===== config.mk =====
export PLATFORM = sky130hd
export DESIGN_NAME = led_matrix_scan_ctrl_flat
export DESIGN_NICKNAME = d
export VERILOG_FILES = /design/src/rtl/led_matrix_scan_ctrl_pkg.sv /design/src/rtl/led_matrix_scan_ctrl_if.sv /design/src/rtl/led_matrix_scan_ctrl_cdc_sync_bit.sv /design/src/rtl/led_matrix_scan_ctrl.sv /design/src/flat_wrapper.sv
export SDC_FILE = /design/constraint.sdc
export NUM_CORES = 1
export LEC_CHECK = 0
export ABC_CLOCK_PERIOD_IN_PS = 3100
export CORE_AREA = 2 2 81 83
export DETAILED_ROUTE_END_ITERATION = 16
export DIE_AREA = 0 0 83 85
export GPL_TIMING_DRIVEN = 0
export PLACE_DENSITY = 0.7
export SETUP_SLACK_MARGIN = 0.05
export SYNTH_ARGS = -nofsm -noshare
export SYNTH_HDL_FRONTEND = slang
export SYNTH_SLANG_ARGS = --single-unit
export TNS_END_PERCENT = 1

===== constraint.sdc =====
create_clock -name aclk -period 3.1 [get_ports aclk]
set_input_delay 0.465 -clock aclk [delete_from_list [all_inputs] [get_ports aclk]]
set_output_delay 0.465 -clock aclk [all_outputs]
set_load 0.05 [all_outputs]

===== src/rtl/led_matrix_scan_ctrl_pkg.sv =====
// Shared definitions for the LED line scanner: scan FSM states, a clog2
// helper that never returns less than one bit, and a parameter sanity check.
package led_line_pkg;

  // Scan FSM states. IDLE keeps every output low, BLANK is the all-off
  // gap in front of each line, and DRIVE puts one line on the shared bus.
  typedef enum logic [1:0] {
    IDLE  = 2'd0,
    BLANK = 2'd1,
    DRIVE = 2'd2
  } state_e;

  // Returns ceil(log2(value)). The result is never below 1, so a counter
  // that only ever needs to hold 0 still gets a legal one-bit vector.
  function automatic int safe_clog2(input int value);
    int bits;
    bits = 0;
    for (int i = 0; i < 31; i++) begin
      if ((1 << bits) < value) begin
        bits = bits + 1;
      end
    end
    return (bits < 1) ? 1 : bits;
  endfunction

  // True when the parameter set describes a buildable scanner: at least one
  // LED and one line, a non-empty blanking gap, and a dwell long enough to
  // hold at least one full PWM period.
  function automatic bit params_ok(input int leds, input int lines,
                                   input int dwell, input int blank,
                                   input int pwm_bits);
    return (leds >= 1) && (lines >= 1) && (blank >= 1) &&
           (pwm_bits >= 1) && (pwm_bits <= 30) &&
           (dwell >= (1 << pwm_bits));
  endfunction

endpackage


===== src/rtl/led_matrix_scan_ctrl_if.sv =====
// Bundle of application-side inputs and matrix-side outputs of the scanner.
// The master drives the application inputs and watches the pins; the slave
// (the scanner) does the opposite. fsm_state mirrors the scan FSM for
// observation only and has no functional consumer.
//
// Handshake: there is no valid/ready pair on this bus. led_data and
// brightness are level inputs that are sampled only at frame snapshots;
// en is an asynchronous level that the scanner synchronises internally.
interface led_matrix_scan_ctrl_if
  import led_line_pkg::*;
#(
  parameter int P_NUMBER_LEDS  = 8,
  parameter int P_NUMBER_LINES = 3,
  parameter int P_PWM_BITS     = 4
);

  logic                                  en;
  logic [P_NUMBER_LINES*P_NUMBER_LEDS-1:0] led_data;
  logic [P_PWM_BITS-1:0]                 brightness;
  logic [P_NUMBER_LEDS-1:0]              LED_LINE_DATA;
  logic [P_NUMBER_LINES-1:0]             LED_LINE_EN;
  logic                                  frame_start;
  state_e                                fsm_state;

  modport master (
    output en,
    output led_data,
    output brightness,
    input  LED_LINE_DATA,
    input  LED_LINE_EN,
    input  frame_start,
    input  fsm_state
  );

  modport slave (
    input  en,
    input  led_data,
    input  brightness,
    output LED_LINE_DATA,
    output LED_LINE_EN,
    output frame_start,
    output fsm_state
  );

endinterface


===== src/rtl/led_matrix_scan_ctrl_cdc_sync_bit.sv =====
// Two-flop synchroniser for a single asynchronous level into the aclk
// domain. Both flops clear on reset so the synchronised level starts low.
module cdc_sync_bit (
  input  logic aclk,
  input  logic aresetn,
  input  logic d,
  output logic q
);

  logic meta;

  // Shift the raw level through two flops to settle metastability.
  always_ff @(posedge aclk) begin
    if (!aresetn) begin
      meta <= 1'b0;
      q    <= 1'b0;
    end else begin
      meta <= d;
      q    <= meta;
    end
  end

endmodule


===== src/rtl/led_matrix_scan_ctrl.sv =====
// Time-multiplexed LED line scanner. Each line gets an all-off blanking gap
// followed by a dwell period during which its snapshot data sits on the
// shared bus and its enable is gated by a global PWM duty. Line data and
// brightness are snapshotted once per frame so mid-frame writes never tear.
module led_matrix_scan_ctrl
  import led_line_pkg::*;
#(
  parameter int P_NUMBER_LEDS  = 8,
  parameter int P_NUMBER_LINES = 3,
  parameter int P_DWELL_CYCLES = 20000,
  parameter int P_BLANK_CYCLES = 20,
  parameter int P_PWM_BITS     = 4
) (
  input  logic                  aclk,
  input  logic                  aresetn,
  led_matrix_scan_ctrl_if.slave bus
);

  localparam int PHASE_MAX = (P_DWELL_CYCLES > P_BLANK_CYCLES) ?
                             P_DWELL_CYCLES : P_BLANK_CYCLES;
  localparam int PHASE_W   = safe_clog2(PHASE_MAX);
  localparam int LINE_W    = safe_clog2(P_NUMBER_LINES);
  localparam int DATA_W    = P_NUMBER_LINES * P_NUMBER_LEDS;

  localparam logic [PHASE_W-1:0] BLANK_LAST = PHASE_W'(P_BLANK_CYCLES - 1);
  localparam logic [PHASE_W-1:0] DWELL_LAST = PHASE_W'(P_DWELL_CYCLES - 1);
  localparam logic [LINE_W-1:0]  LINE_LAST  = LINE_W'(P_NUMBER_LINES - 1);

  // Reject parameter sets that cannot produce a sensible scan.
  if (!params_ok(P_NUMBER_LEDS, P_NUMBER_LINES, P_DWELL_CYCLES,
                 P_BLANK_CYCLES, P_PWM_BITS)) begin : g_param_check
    $error("led_matrix_scan_ctrl: illegal parameter combination");
  end

  logic                      en_s;
  state_e                    state;
  logic [PHASE_W-1:0]        phase;
  logic [LINE_W-1:0]         line_idx;
  logic [P_PWM_BITS-1:0]     pwm_cnt;
  logic [P_PWM_BITS-1:0]     pwm_inc;
  logic [DATA_W-1:0]         snap_data;
  logic [P_PWM_BITS-1:0]     snap_bright;
  logic [P_NUMBER_LEDS-1:0]  cur_line_data;
  logic [P_NUMBER_LINES-1:0] line_onehot;
  logic [P_NUMBER_LEDS-1:0]  line_data_q;
  logic [P_NUMBER_LINES-1:0] line_en_q;
  logic                      frame_start_q;

  cdc_sync_bit u_en_sync (
    .aclk    (aclk),
    .aresetn (aresetn),
    .d       (bus.en),
    .q       (en_s)
  );

  // Current line's snapshot slice, its one-hot enable and the PWM count
  // that the next cycle will carry.
  always_comb begin
    cur_line_data = snap_data[int'(line_idx)*P_NUMBER_LEDS +: P_NUMBER_LEDS];
    line_onehot   = P_NUMBER_LINES'(1) << line_idx;
    pwm_inc       = pwm_cnt + 1'b1;
  end

  // Scan FSM with registered outputs. Outputs are computed for the cycle
  // that follows each edge, so the enable uses the incremented PWM count.
  always_ff @(posedge aclk) begin
    if (!aresetn) begin
      state         <= IDLE;
      phase         <= '0;
      line_idx      <= '0;
      pwm_cnt       <= '0;
      snap_data     <= '0;
      snap_bright   <= '0;
      line_data_q   <= '0;
      line_en_q     <= '0;
      frame_start_q <= 1'b0;
    end else begin
      frame_start_q <= 1'b0;
      pwm_cnt       <= pwm_inc;
      if (!en_s) begin
        // Losing enable abandons the current line wherever it was.
        state       <= IDLE;
        phase       <= '0;
        line_idx    <= '0;
        line_data_q <= '0;
        line_en_q   <= '0;
      end else begin
        case (state)
          IDLE: begin
            state         <= BLANK;
            phase         <= '0;
            line_idx      <= '0;
            snap_data     <= bus.led_data;
            snap_bright   <= bus.brightness;
            frame_start_q <= 1'b1;
            line_data_q   <= '0;
            line_en_q     <= '0;
          end
          BLANK: begin
            line_data_q <= '0;
            line_en_q   <= '0;
            if (phase == BLANK_LAST) begin
              state       <= DRIVE;
              phase       <= '0;
              pwm_cnt     <= '0;
              line_data_q <= cur_line_data;
              line_en_q   <= (snap_bright != '0) ? line_onehot : '0;
            end else begin
              phase <= phase + 1'b1;
            end
          end
          DRIVE: begin
            if (phase == DWELL_LAST) begin
              state       <= BLANK;
              phase       <= '0;
              line_data_q <= '0;
              line_en_q   <= '0;
              if (line_idx == LINE_LAST) begin
                // Frame boundary: wrap to line 0 and take a fresh snapshot.
                line_idx      <= '0;
                snap_data     <= bus.led_data;
                snap_bright   <= bus.brightness;
                frame_start_q <= 1'b1;
              end else begin
                line_idx <= line_idx + 1'b1;
              end
            end else begin
              phase     <= phase + 1'b1;
              line_en_q <= (pwm_inc < snap_bright) ? line_onehot : '0;
            end
          end
          default: begin
            state       <= IDLE;
            phase       <= '0;
            line_idx    <= '0;
            line_data_q <= '0;
            line_en_q   <= '0;
          end
        endcase
      end
    end
  end

  assign bus.LED_LINE_DATA = line_data_q;
  assign bus.LED_LINE_EN   = line_en_q;
  assign bus.frame_start   = frame_start_q;
  assign bus.fsm_state     = state;

endmodule


===== src/flat_wrapper.sv =====
// flat-port wrapper written by rule: the top's interface ports become plain ports
module led_matrix_scan_ctrl_flat import led_line_pkg::*;
#(
  parameter int P_NUMBER_LEDS  = 8,
  parameter int P_NUMBER_LINES = 3,
  parameter int P_DWELL_CYCLES = 20000,
  parameter int P_BLANK_CYCLES = 20,
  parameter int P_PWM_BITS     = 4
)
  (aclk, aresetn, bus_en, bus_led_data, bus_brightness, bus_LED_LINE_DATA, bus_LED_LINE_EN, bus_frame_start, bus_fsm_state);
  led_matrix_scan_ctrl_if #(.P_NUMBER_LEDS(P_NUMBER_LEDS), .P_NUMBER_LINES(P_NUMBER_LINES), .P_PWM_BITS(P_PWM_BITS)) bus_i ();
  input  logic aclk;
  input  logic aresetn;
  input wire logic [$bits(bus_i.en)-1:0] bus_en;
  input wire logic [$bits(bus_i.led_data)-1:0] bus_led_data;
  input wire logic [$bits(bus_i.brightness)-1:0] bus_brightness;
  output wire logic [$bits(bus_i.LED_LINE_DATA)-1:0] bus_LED_LINE_DATA;
  output wire logic [$bits(bus_i.LED_LINE_EN)-1:0] bus_LED_LINE_EN;
  output wire logic [$bits(bus_i.frame_start)-1:0] bus_frame_start;
  output wire logic [$bits(bus_i.fsm_state)-1:0] bus_fsm_state;
  assign bus_i.en = bus_en;
  assign bus_i.led_data = bus_led_data;
  assign bus_i.brightness = bus_brightness;
  assign bus_LED_LINE_DATA = bus_i.LED_LINE_DATA;
  assign bus_LED_LINE_EN = bus_i.LED_LINE_EN;
  assign bus_frame_start = bus_i.frame_start;
  assign bus_fsm_state = bus_i.fsm_state;
  led_matrix_scan_ctrl #(.P_NUMBER_LEDS(P_NUMBER_LEDS), .P_NUMBER_LINES(P_NUMBER_LINES), .P_DWELL_CYCLES(P_DWELL_CYCLES), .P_BLANK_CYCLES(P_BLANK_CYCLES), .P_PWM_BITS(P_PWM_BITS)) u_core (.aclk(aclk), .aresetn(aresetn), .bus(bus_i));
endmodule

* After elaboration in Yosys (flattened, before gate mapping) *
Index checks and enable logic that the tools add are counted.

storage, ports and cells
  register bits after elaboration = 65
  bits of input ports = 31
  output and inout port bits = 14
  logic and storage cells = 62

cells by class
  add/sub/neg operators = 3
  magnitude comparators = 1
  equal/unequal tests = 8
  shift operators = 2
  muxes and demuxes = 29
  bitwise operators = 1
  reductions and logical operators = 7

operators by type and width
  kind                                                    count
  two-way mux 24 bit                                      2
  one-hot mux 24 bit (2 select lines)                     1
  two-way mux 15 bit                                      2
  one-hot mux 15 bit (2 select lines)                     1
  variable part select 24 x 6 -> 8 bit                    1
  two-way mux 4 bit                                       5
  two-way mux 8 bit                                       2
  one-hot mux 8 bit (2 select lines)                      1
  adder 15 x 1 -> 15 bit (second input constant)          1
  equality test 15 bit (second input constant)            1
  equality test 15 x 5 -> 1 bit (second input constant)   1
  two-way mux 3 bit                                       4
  two-way mux 2 bit                                       4
  one-hot mux 4 bit (2 select lines)                      1
  inequality test 2 x 1 -> 1 bit (second input constant)  3
  one-hot mux 2 bit (3 select lines)                      1
  one-hot mux 3 bit (2 select lines)                      1
  AND reduction 2 bit                                     3
  adder 4 x 1 -> 4 bit (second input constant)            1
  equality test 2 bit (second input constant)             2
  less-than comparator 4 bit                              1
  one-hot mux 2 bit (2 select lines)                      1
  AND reduction 4 bit                                     1
  nonzero test 4 bit                                      1
  other kinds (8)                                         9

* Depth between registers and ports, before layout *
  depth in word-level cells = 5
  depth in mapped cells = 9
  depth with buffers taken out = 6

* Modules after synthesis *
A second synthesis with hierarchy kept.

second synthesis, totals
  cells, all modules = 335
  area total of the unflattened synthesis = 3044.2 um2

by module, submodules not included
  module                times used  cells an instance  area an instance (um2)
  led_matrix_scan_ctrl  1           331                2991.6
  cdc_sync_bit          1           4                  52.6

* Least setup slack after synthesis *
OpenSTA, ideal clock, no wires.

  path type = reg-to-reg
  start point = register u_core.state[0] (netlist: u_core.bus.fsm_state[0])
  end point = register u_core.line_en_q[0] (netlist: u_core.bus.LED_LINE_EN[0])
  library setup time = 0.071 ns
  arrival = 2.264 ns
  required time = 3.029 ns
  path slack = 0.765 ns
  stages on the path, launching flop included = 6
  path buffers = 0
  clock period less this slack = 2.335 ns
  path through = dfxtp_1 ha_1 or3b_2 nor4_2 o41ai_1 a21oi_1

between the ends
  longest elaborated chain between the ends = 2

ends and longest elaborated chain
  what                                                                 line                         RTL
  from (decl)                                                          led_matrix_scan_ctrl.sv:36   state_e state;
  from (signal assigned)                                               led_matrix_scan_ctrl.sv:68   state <= IDLE;
  from (signal assigned)                                               led_matrix_scan_ctrl.sv:82   state <= IDLE;
  from (signal assigned)                                               led_matrix_scan_ctrl.sv:90   state <= BLANK;
  equality test 2 bit or equality test 2 x 1 -> 1 bit (tied branches)  led_matrix_scan_ctrl.sv:88   case (state)
  one-hot mux 3 bit (2 select lines) *                                 led_matrix_scan_ctrl.sv:88
  to (signal assigned)                                                 led_matrix_scan_ctrl.sv:107  line_en_q <= (snap_bright != '0) ? line_onehot : '0;
  to (signal assigned)                                                 led_matrix_scan_ctrl.sv:129  line_en_q <= (pwm_inc < snap_bright) ? line_onehot : '0;
  to (decl)                                                            led_matrix_scan_ctrl.sv:46   logic [P_NUMBER_LINES-1:0] line_en_q;

Every way passes the cells marked *; elsewhere a longest branch is shown, timed or not.
A chain may end at the register's enable or synchronous reset.

* Final worst setup path *
  start point = register u_core.phase[0]
  end point = register u_core.snap_data[21]

between the ends
  longest elaborated chain between the ends = 3

ends and longest elaborated chain
  what                                             line                         RTL
  from (decl)                                      led_matrix_scan_ctrl.sv:37   logic [PHASE_W-1:0] phase;
  from (signal assigned)                           led_matrix_scan_ctrl.sv:109  phase <= phase + 1'b1;
  from (signal assigned)                           led_matrix_scan_ctrl.sv:128  phase <= phase + 1'b1;
  equality test 15 bit                             led_matrix_scan_ctrl.sv:113  if (phase == DWELL_LAST) begin
  inequality test 2 x 1 -> 1 bit (no source line)  n/a
  AND reduction 4 bit (no source line)             n/a
  to (signal assigned)                             led_matrix_scan_ctrl.sv:93   snap_data <= bus.led_data;
  to (signal assigned)                             led_matrix_scan_ctrl.sv:121  snap_data <= bus.led_data;
  to (decl)                                        led_matrix_scan_ctrl.sv:41   logic [DATA_W-1:0] snap_data;

No other way between the ends.

==> impl_metrics.toml <==
[critical_path]
cp-start-kind = "flop"
cp_max_fo = 10
arrival_ps = 2980
path_class = "reg -> reg"
crit_path_end_kind = "flop"
path_cells = "ha_1, clkbuf_1, nand4bb_1, clkbuf_1, o41ai_4, and3_1, buf_6, buf_12, mux2i_1"
critPathMaxStageDelay_ps = 670
critPathSlowestCell = "o41ai_4"
crit_top_cell = "clkbuf_1"
required_ps = 3360

[synthesis]
yosysUniqueCellTypes = 43
synthMuxAreaShare = 0.124
synthArstFlopShare = 0
synthSimpleGateAreaFrac = 0.222
synth_seq_area_share = 0.435
synth-seq-cells = 65
yosysWarnings = 0
synth-compound-area-share = 0.0894
synthesis.instances = 336
synthAdderAreaFrac = 0.0376
synth_nets = 376
syn_area_per_cell_um2 = 8.91
synth-xor-area-share = 0.0380
ys.flop_type = "dfxtp_1"
synth_edf_count = 0
synth_top_family_by_area = "simple AND/OR/NAND/NOR gates"
syn_area_mm2 = 0.00299

[global_route]
track_usage = 0.189
grt_max_degree = 11
grt_pass1_wl_mm = 10.7
grt_overflow = 0
grt_pass1_vias = 2367
antenna_found_initial = 0

[clocking]
clock-sinks = 65
clockRootBuffer = "clkbuf_8"
clk_latency_ps = 330
clock_tree.htree_level_count = 3
cts_resized = 0
ctsHoldBuffers = 0
cts_tree = "done"
numCtsBuffers = 9
post-cts-setup-buffers = 0
clk_pin_slew_worst_paths_ps = 70
clk_path_buf_depth = 2

[route]
vias = 2459
routed_wl_mm = 6.29
wl_met2_mm = 2.97
top_layer = "met4"
route.detailed.drc = 0
drtIter0Drc = 117
wire_per_inst_um = 13.4
firstDrtPassIters = 4
wl_met3_um = 283
antenna_left = 0
via_per_inst = 5.22
met1_length_mm = 2.94

[sta]
fmax_mhz = 368
slew_headroom = 0.317
timing_hold_violations_final = 0
skew_ps = 7.10
rsz0062_at_grt = "false"
setup_viol = 0
worst_pin_slew_ps = 1020
hold_ws_ps = 436
slew_violations = 0
finalCritPeriodShare = 0.877
period_needed_ps = 2720
final.setup.tns_ps = 0

[power]
seq_power_share = 0.523
p_comb_frac = 0.073
leakage_nw = 1.27
power_frac_clock = 0.404
peakVddDrop_v = 0.000294
power.internal_mw = 1.28
pwr_density_cell_mw_per_mm2 = 447
p_sw_mw = 0.367
p_sw_frac = 0.222

[final_layout]
layout.nets = 430
syn_to_final_growth_pct = 23.5
drive_gt1_frac = 0.0685
final_cell_mix = "76 x nand2_1, 65 x dfxtp_1, 43 x clkdlybuf4s50_1"
final_common_cell = "nand2_1"
n_antenna_cell = 0
multi_input_area_mm2 = 0.00153
seqCellArea_mm2 = 0.00130
fill_cells = 548

[run]
maxCapViolations = 0

[placed_design]
dp_hpwl_mm = 4.64
gp_congestion = 0.823
numPortBuffers = 43

[die]
die_y_um = 85
die_area_mm2 = 0.00706
die_w_um = 83
rows = 29
core_area_mm2 = 0.00620
ios = 45
start_util = 0.483

[min_path]
hp-class = "reg -> reg"

[run_status]
run_status = "complete, no violations"
-- state kept, by name, summed over array words and instances (netlist names), 2 cells and up --
name                      cells
u_core.pwm_cnt                4
u_core.bus.LED_LINE_DATA      8
u_core.bus.LED_LINE_EN        3
u_core.line_idx               2
u_core.bus.fsm_state          2
u_core.snap_bright            4
u_core.snap_data             24
u_core.phase                 15
-- power by group through the flow --
stage | logic [mW] | clock network, mW | registers, mW
final | 0.120 | 0.668 | 0.864
after global routing | 0.133 | 0.728 | 0.866
after CTS | 0.121 | 0.681 | 0.864
after detailed placement | 0.121 | 0 | 0.883
after global placement | 0.119 | 0 | 0.882
after floorplan | 0.0662 | 0 | 0.882
-- path summary, 6_finish.rpt --
path / from / end / slack (ps) / cells after the start
setup / recovery: u_core.phase[0] / u_core.snap_data[21] / 380 / 9
hold / removal: u_core.u_en_sync.meta / u_core.u_en_sync.q / 440 / 1
setup reg to reg: u_core.phase[0] / u_core.snap_data[21] / 380 / 9
hold reg to reg: u_core.u_en_sync.meta / u_core.u_en_sync.q / 440 / 1
-- kinds of logic after synthesis --
logic type	after synthesis
AO/OA/AOI/OAI	38
XOR/XNOR	13
adder cells (fa/ha/maj)	9
buffers and inverters	30
flip-flops	65
multiplexers	37
AND/OR/NAND/NOR	144
-- critical path: cells and delay by family, from the launching register on --
family                   cells  cell delay [ps]
AO/OA/AOI/OAI                1              670
AND/OR/NAND/NOR              2              440
flip-flops                   1              350
multiplexers                 1              190
adder cells (fa/ha/maj)      1              150
buffers and inverters        4              850
-- routing by layer --
layer  vias to the layer above  track usage
met3                         7       0.0457
met2                        49        0.308
li1                       1260            -
met1                      1143        0.242
met4                         0       0.0760
met5                         -            0
-- cell usage after synthesis (4+ instances only) --
cell type  number  share of area
o2bb2ai_1       5          0.015
inv_1           9          0.011
mux2i_1        36           0.12
o22ai_1         5          0.010
clkbuf_1       16          0.020
nand3_1        18          0.030
dfxtp_1        65           0.43
nor2b_1         4         0.0084
ha_1            9          0.038
nand4_1         4         0.0084
nand2_1        76          0.095
xor2_1         11          0.032
a21oi_1        15          0.025
nor2_1         20          0.025
-- metrics by stage --
step / cell area [µm²] / total power [mW] / setup WS, ps / utilization / instances
floorplan: 2990 / 0.948 / 765 / - / 336
global placement: 3520 / 1.00 / 487 / 0.567 / 456
detailed placement: 3520 / 1.00 / 424 / 0.567 / 456
CTS: 3700 / 1.67 / 405 / 0.596 / 471
global route: 3700 / 1.73 / 153 / 0.596 / 471
finish: 3700 / 1.65 / 380 / 0.596 / 471
-- area by class of cell --
cell class,instances,share of cell area
plain buffers,21,0.0345
clock buffers,11,0.0355
clock inverters,4,0.0122
inverters,9,0.00914
multi-input cells,241,0.414
flip-flops and latches,65,0.352
well taps,77,0.0261
repair buffers,43,0.116
(Power assumes the default switching activity.)
